[src/rtl/mem_arb_pkg.sv]
`default_nettype none
// =====================================================================
// mem_arb_pkg : shared types and defaults for the CPU/DMA memory arbiter
// Revision    : 1.0
// =====================================================================
package mem_arb_pkg;

    typedef enum logic [1:0] {
        IDLE = 2'd0,
        BUSY = 2'd1,
        RESP = 2'd2
    } arb_state_t;

    typedef enum logic {
        OWN_CPU = 1'b0,
        OWN_DMA = 1'b1
    } arb_owner_t;

    localparam int unsigned c_default_timeout = 16;

endpackage
`default_nettype wire

[src/rtl/arb_watchdog.sv]
`default_nettype none
// =====================================================================
// arb_watchdog : counts stalled access cycles, flags expiry (TIMEOUT=0 off)
// Revision     : 1.0
// =====================================================================
module arb_watchdog
    import mem_arb_pkg::*;
#(
    parameter int unsigned TIMEOUT = c_default_timeout
) (
    input  logic clk,
    input  logic reset,
    input  logic clear,
    input  logic enable,
    input  logic ready,
    output logic expired
);

    generate
        if (TIMEOUT == 0) begin : g_disabled
            logic w_unused;
            assign w_unused = &{1'b0, clk, reset, clear, enable, ready};
            assign expired  = 1'b0;
        end else begin : g_enabled
            localparam int unsigned c_cnt_w = $clog2(TIMEOUT + 1);

            logic [c_cnt_w-1:0] r_count;

            always_ff @(posedge clk) begin
                if (!reset) begin
                    r_count <= '0;
                end else if (clear) begin
                    r_count <= '0;
                end else if (enable && !ready && (r_count != c_cnt_w'(TIMEOUT))) begin
                    r_count <= r_count + 1'b1;
                end
            end

            // Fires on the stalled cycle that makes the count reach TIMEOUT;
            // a ready in that same cycle wins.
            assign expired = enable && !ready && (r_count == c_cnt_w'(TIMEOUT - 1));
        end
    endgenerate

endmodule
`default_nettype wire

[src/rtl/mem_arbiter.sv]
`default_nettype none
// =====================================================================
// mem_arbiter : CPU/DMA arbiter for one single-ported memory with watchdog.
//               Define ARB_ROUND_ROBIN_EN for round-robin tie breaking.
// Revision    : 1.0
// =====================================================================
module mem_arbiter
    import mem_arb_pkg::*;
#(
    parameter int unsigned ADDR_W  = 32,
    parameter int unsigned DATA_W  = 32,
    parameter int unsigned TIMEOUT = c_default_timeout
) (
    input  logic              clk,
    input  logic              reset,
    input  logic              cpu_req,
    input  logic              cpu_we,
    input  logic [ADDR_W-1:0] cpu_addr,
    input  logic [DATA_W-1:0] cpu_wdata,
    output logic              cpu_done,
    output logic [DATA_W-1:0] cpu_rdata,
    output logic              cpu_err,
    output logic              cpu_stall,
    input  logic              dma_req,
    input  logic              dma_we,
    input  logic [ADDR_W-1:0] dma_addr,
    input  logic [DATA_W-1:0] dma_wdata,
    output logic              dma_done,
    output logic [DATA_W-1:0] dma_rdata,
    output logic              dma_err,
    output logic              mem_req,
    output logic              mem_we,
    output logic [ADDR_W-1:0] mem_addr,
    output logic [DATA_W-1:0] mem_wdata,
    input  logic              mem_ready,
    input  logic [DATA_W-1:0] mem_rdata
);

    arb_state_t        r_state;
    arb_state_t        w_state_nxt;
    arb_owner_t        r_owner;
    arb_owner_t        w_grant_owner;
    logic              w_grant;
    logic              w_finish;
    logic              w_expired;
    logic              w_pick_dma;
    logic [DATA_W-1:0] w_resp_data;

    logic              r_mem_req;
    logic              r_mem_we;
    logic [ADDR_W-1:0] r_mem_addr;
    logic [DATA_W-1:0] r_mem_wdata;
    logic              r_cpu_done;
    logic              r_cpu_err;
    logic [DATA_W-1:0] r_cpu_rdata;
    logic              r_dma_done;
    logic              r_dma_err;
    logic [DATA_W-1:0] r_dma_rdata;

`ifdef ARB_ROUND_ROBIN_EN
    arb_owner_t r_last_owner;

    always_ff @(posedge clk) begin
        if (!reset) begin
            r_last_owner <= OWN_DMA;
        end else if (w_grant) begin
            r_last_owner <= w_grant_owner;
        end
    end

    assign w_pick_dma = (r_last_owner == OWN_CPU);
`else
    assign w_pick_dma = 1'b0;
`endif

    always_ff @(posedge clk) begin
        if (!reset) begin
            r_state <= IDLE;
        end else begin
            r_state <= w_state_nxt;
        end
    end

    always_comb begin
        w_state_nxt   = r_state;
        w_grant       = 1'b0;
        w_grant_owner = OWN_CPU;
        w_finish      = 1'b0;
        case (r_state)
            IDLE: begin
                if (cpu_req || dma_req) begin
                    w_grant     = 1'b1;
                    w_state_nxt = BUSY;
                    if (cpu_req && dma_req) begin
                        w_grant_owner = w_pick_dma ? OWN_DMA : OWN_CPU;
                    end else begin
                        w_grant_owner = cpu_req ? OWN_CPU : OWN_DMA;
                    end
                end
            end
            BUSY: begin
                if (mem_ready || w_expired) begin
                    w_finish    = 1'b1;
                    w_state_nxt = RESP;
                end
            end
            RESP: begin
                w_state_nxt = IDLE;
            end
            default: begin
                w_state_nxt = IDLE;
            end
        endcase
    end

    arb_watchdog #(
        .TIMEOUT (TIMEOUT)
    ) u_watchdog (
        .clk     (clk),
        .reset   (reset),
        .clear   (w_grant),
        .enable  (r_state == BUSY),
        .ready   (mem_ready),
        .expired (w_expired)
    );

    // Writes and timeouts both return zero data.
    assign w_resp_data = (w_expired || r_mem_we) ? '0 : mem_rdata;

    always_ff @(posedge clk) begin
        if (!reset) begin
            r_mem_req   <= 1'b0;
            r_mem_we    <= 1'b0;
            r_mem_addr  <= '0;
            r_mem_wdata <= '0;
            r_owner     <= OWN_CPU;
            r_cpu_done  <= 1'b0;
            r_cpu_err   <= 1'b0;
            r_cpu_rdata <= '0;
            r_dma_done  <= 1'b0;
            r_dma_err   <= 1'b0;
            r_dma_rdata <= '0;
        end else begin
            r_cpu_done <= 1'b0;
            r_dma_done <= 1'b0;
            if (w_grant) begin
                r_mem_req <= 1'b1;
                r_owner   <= w_grant_owner;
                if (w_grant_owner == OWN_CPU) begin
                    r_mem_we    <= cpu_we;
                    r_mem_addr  <= cpu_addr;
                    r_mem_wdata <= cpu_wdata;
                end else begin
                    r_mem_we    <= dma_we;
                    r_mem_addr  <= dma_addr;
                    r_mem_wdata <= dma_wdata;
                end
            end
            if (w_finish) begin
                r_mem_req <= 1'b0;
                if (r_owner == OWN_CPU) begin
                    r_cpu_done  <= 1'b1;
                    r_cpu_rdata <= w_resp_data;
                    r_cpu_err   <= w_expired;
                end else begin
                    r_dma_done  <= 1'b1;
                    r_dma_rdata <= w_resp_data;
                    r_dma_err   <= w_expired;
                end
            end
        end
    end

    assign mem_req   = r_mem_req;
    assign mem_we    = r_mem_we;
    assign mem_addr  = r_mem_addr;
    assign mem_wdata = r_mem_wdata;
    assign cpu_done  = r_cpu_done;
    assign cpu_rdata = r_cpu_rdata;
    assign cpu_err   = r_cpu_err;
    assign dma_done  = r_dma_done;
    assign dma_rdata = r_dma_rdata;
    assign dma_err   = r_dma_err;
    assign cpu_stall = cpu_req & ~r_cpu_done;

endmodule
`default_nettype wire

[config.mk]
export PLATFORM = sky130hd
export DESIGN_NAME = mem_arbiter
export DESIGN_NICKNAME = d
export VERILOG_FILES = /design/src/rtl/mem_arb_pkg.sv /design/src/rtl/arb_watchdog.sv /design/src/rtl/mem_arbiter.sv
export SDC_FILE = /design/constraint.sdc
export NUM_CORES = 1
export LEC_CHECK = 0
export ABC_AREA = 1
export ABC_CLOCK_PERIOD_IN_PS = 3300
export BUFFER_PORTS_ARGS = -buffer_cell sky130_fd_sc_hd__buf_2
export CORE_AREA = 4 4 140 142
export DETAILED_ROUTE_END_ITERATION = 10
export DIE_AREA = 0 0 144 146
export PLACE_DENSITY = 0.69
export SLEW_MARGIN = 5
export SYNTH_ARGS = -nofsm -noshare
export SYNTH_HDL_FRONTEND = slang
export SYNTH_HIERARCHICAL = 1
export SYNTH_SLANG_ARGS = --single-unit
[constraint.sdc]
create_clock -name clk -period 3.3 [get_ports clk]
set_input_delay 0.495 -clock clk [delete_from_list [all_inputs] [get_ports clk]]
set_output_delay 0.495 -clock clk [all_outputs]
set_load 0.02 [all_outputs]
==> key figures <==
Logic synthesis
  – Yosys warning count: 6
  – Mapped Cells: about 1,100
  – Ys flop type: dfxtp_1
  – Post-synth EDFFs: 0
  – Syn nets: 1,280
  – Yosys cell types: 24
  – Async SR Flop Fraction: 0
  – Area share of the largest cell type after synthesis: 0.411
  – Post-Syn Area: 0.00692 mm²
  – Synth cell count leaders: 279 x nand2_1, 233 x inv_1, 142 x dfxtp_1
  – Top-count cell post-synth: nand2_1
  – #FFs+latches synth: between 100 and 150
  – Syn_area_per_cell: just over 6 µm²
  – Yosys top cell by area: dfxtp_1
  – Sequential area share after synthesis: 0.411
  – Area contributors post-synth: dfxtp_1 41%, nand2_1 15%, inv_1 13%, nand3_1 10%, nor2_1 7.2%

Setup path
  – Crit end category: register
  – Setup crit start kind: register
  – Arr. time, crit path: 3.08 ns
  – Crit Path Class: register to register
  – Required @ worst endpoint: about 3.6 ns
  – Crit path max fanout: 44

Routing
  – Routed wire length: 20,500 µm
  – Residual DRC: 0
  – Vias per cell: around 4.4
  – 1st-pass router iterations: 4
  – WL/cell: between 10 and 15 µm
  – First-iteration detailed-routing DRC count: 262
  – ANT nets after route: 0
  – Via count: 7,185

Power
  – Comb power frac: 0.210
  – VDD IR-drop max: between 0.3 and 0.4 mV
  – LEAKAGE: 5.43 nW
  – Pint: 3.31 mW
  – Power per cell area: approximately 530 mW/mm²
  – Psw: 1.49 mW
  – Register share of total power: 0.401
  – Clk pwr share: 0.389
  – Sw Share: 0.310

Floorplanning
  – Ports: around 300
  – Row count: 50
  – Chip height: 146 µm
  – Die area: 0.0210 mm²
  – Core footprint: between 0.015 and 0.02 mm²
  – Die extent in x: roughly 140 µm
  – Initial core utilization: 0.375

Global route
  – Pin count of the biggest net entering global routing: ~70
  – Vias in the first global route: 6,449
  – Initial antenna violation count: 3
  – Total GRT Usage: 0.188
  – Grt total ovfl: 0
  – First-pass GRT wire length: 32,100 µm

Timing
  – Fmax: 360 MHz
  – Shortest period the worst path allows: 2.78 ns
  – Endpoints failing setup: 0
  – Pins Over Slew Limit: 0
  – Slew HR: 0.490
  – Worst Max-Slew Pin Slew: about 0.76 ns
  – Total negative slack: 0 ns
  – Final hold vios: 0
  – Clock Skews: 0.00927 ns
  – RSZ-0062 raised after global routing: no
  – Period utilization: 0.841

CTS
  – CTS tree: done
  – Clock-pin transition on the worst setup and hold timing paths: approximately 0.060 ns
  – Buffer depth of the longest clock path: 2
  – Number of gates resized after CTS: 0
  – Root Buffer: clkbuf_16
  – H-tree level count: 4
  – Clk_lat worst skew: around 0.42 ns
  – Postcts setup bufs: 0
  – CTS sink count: 142
  – Cts hold-fix bufs: 0
  – CTS Buf Count: 17

Place
  – Gp weighted congestion: 0.822
  – Placed Cells: roughly 1,600
  – Hpwl dp: 15,000 µm
  – IO buf count: 301

Cells and area
  – Fillers: 1,919
  – Layout net count: 1,545
  – Register area: 0.00284 mm²
  – Share of cells above drive strength 1: 0.260
  – Antenna fix cells: 0
  – Synthesis-to-layout area growth: 31.7%
  – Final Non-Filler Cells: roughly 1,600
  – Multi-input logic area: 0.00290 mm²

Job
  – Max-capacitance violation count: 0

Outcome
  – Status: finished clean

Worst hold path
  – Hold WC Path Type: input pin to register
==> through the flow <==
step	setup slack [ns]	hold slack [ns]	utilization	instance area, µm²	power (mW)
2_1_floorplan	1.24	0.453	-	6920	2.61
3_3_place_gp	0.659	0.477	0.463	8540	2.96
3_5_place_dp	0.552	0.479	0.463	8540	2.97
4_1_cts	0.517	0.303	0.494	9110	4.87
5_1_grt	0.158	0.317	0.494	9110	5.07
6_report	0.523	0.326	0.494	9110	4.79
==> power by group through the flow <==
stage | logic [mW] | clock network, mW | registers (mW)
floorplan | 0.491 | 0 | 2.12
global placement | 0.998 | 0 | 1.96
detailed placement | 1.01 | 0 | 1.96
CTS | 1.01 | 1.93 | 1.92
global route | 1.13 | 2.00 | 1.94
finish | 1.00 | 1.87 | 1.92
==> flip-flops by register name, summed over array words and instances (netlist names), 2 cells and up <==
name / flops
mem_wdata: 32
u_watchdog/g_enabled.r_count: 5
dma_rdata: 32
cpu_rdata: 32
r_state: 2
mem_addr: 32
==> cell usage in the layout (no fill, tap or decap), drive strengths merged <==
| master | netlist | final |
|---|---|---|
| nand4 | 1 | 1 |
| ha | 3 | 3 |
| nor3b | 1 | 1 |
| a21oi | 97 | 97 |
| nand2 | 282 | 282 |
| nor3 | 2 | 2 |
| clkinvlp | 0 | 4 |
| buf | 43 | 314 |
| o211ai | 1 | 1 |
| dfxtp | 142 | 142 |
| bufinv | 0 | 2 |
| clkinv | 1 | 5 |
| nand3 | 138 | 138 |
| o21ai | 1 | 1 |
| inv | 236 | 239 |
| clkbuf | 25 | 19 |
| nor2 | 137 | 137 |
==> worst max-delay path, stage by stage (launching register included) <==
cell	delay, ns
dfxtp_1	0.37
ha_1	0.18
inv_1	0.05
nor3_1	0.15
ha_1	0.16
nor3b_1	0.48
inv_1	0.08
nand2_1	0.12
nand3_2	0.37
buf_4	0.42
a21oi_1	0.19
nor2_1	0.06
==> metal layers <==
| layer | global-route usage | up-vias | wire [µm] |
|---|---|---|---|
| li1 | - | 3828 | - |
| met1 | 0.240 | 3080 | 8950 |
| met2 | 0.301 | 242 | 9390 |
| met3 | 0.0644 | 29 | 1750 |
| met4 | 0.0532 | 6 | 382 |
| met5 | 0 | - | 41 |
==> layout make-up <==
class	count	area share
clock inverter	13	0.0154
sequential	142	0.312
clock buffer	19	0.0475
multi-input combinational	663	0.318
inverter	237	0.0976
timing repair buffer	314	0.177
tap	234	0.0321
==> path summary, 6_finish.rpt <==
check | from | endpoint | slack, ns | cells past startpoint
worst max register to register | u_watchdog/g_enabled.r_count[1]$_SDFFE_PP0P_ | cpu_rdata[13]$_SDFFE_PN0P_ | 0.52 | 11
worst min register to register | u_watchdog/g_enabled.r_count[0]$_SDFFE_PP0P_ | u_watchdog/g_enabled.r_count[0]$_SDFFE_PP0P_ | 0.49 | 2
worst max-delay path | u_watchdog/g_enabled.r_count[1]$_SDFFE_PP0P_ | cpu_rdata[13]$_SDFFE_PN0P_ | 0.52 | 11
worst min-delay path | mem_rdata[28] | dma_rdata[28]$_SDFFE_PN0P_ | 0.33 | 3
==> kinds of logic after synthesis <==
kind of cell	count (synthesis)	synth area share
flip-flops	142	0.411
AND/OR/NAND/NOR	561	0.337
AO/OA/AOI/OAI	99	0.0725
buffers and inverters	305	0.174
adder cells (fa/ha/maj)	3	0.00543
(Power assumes the default switching activity.)
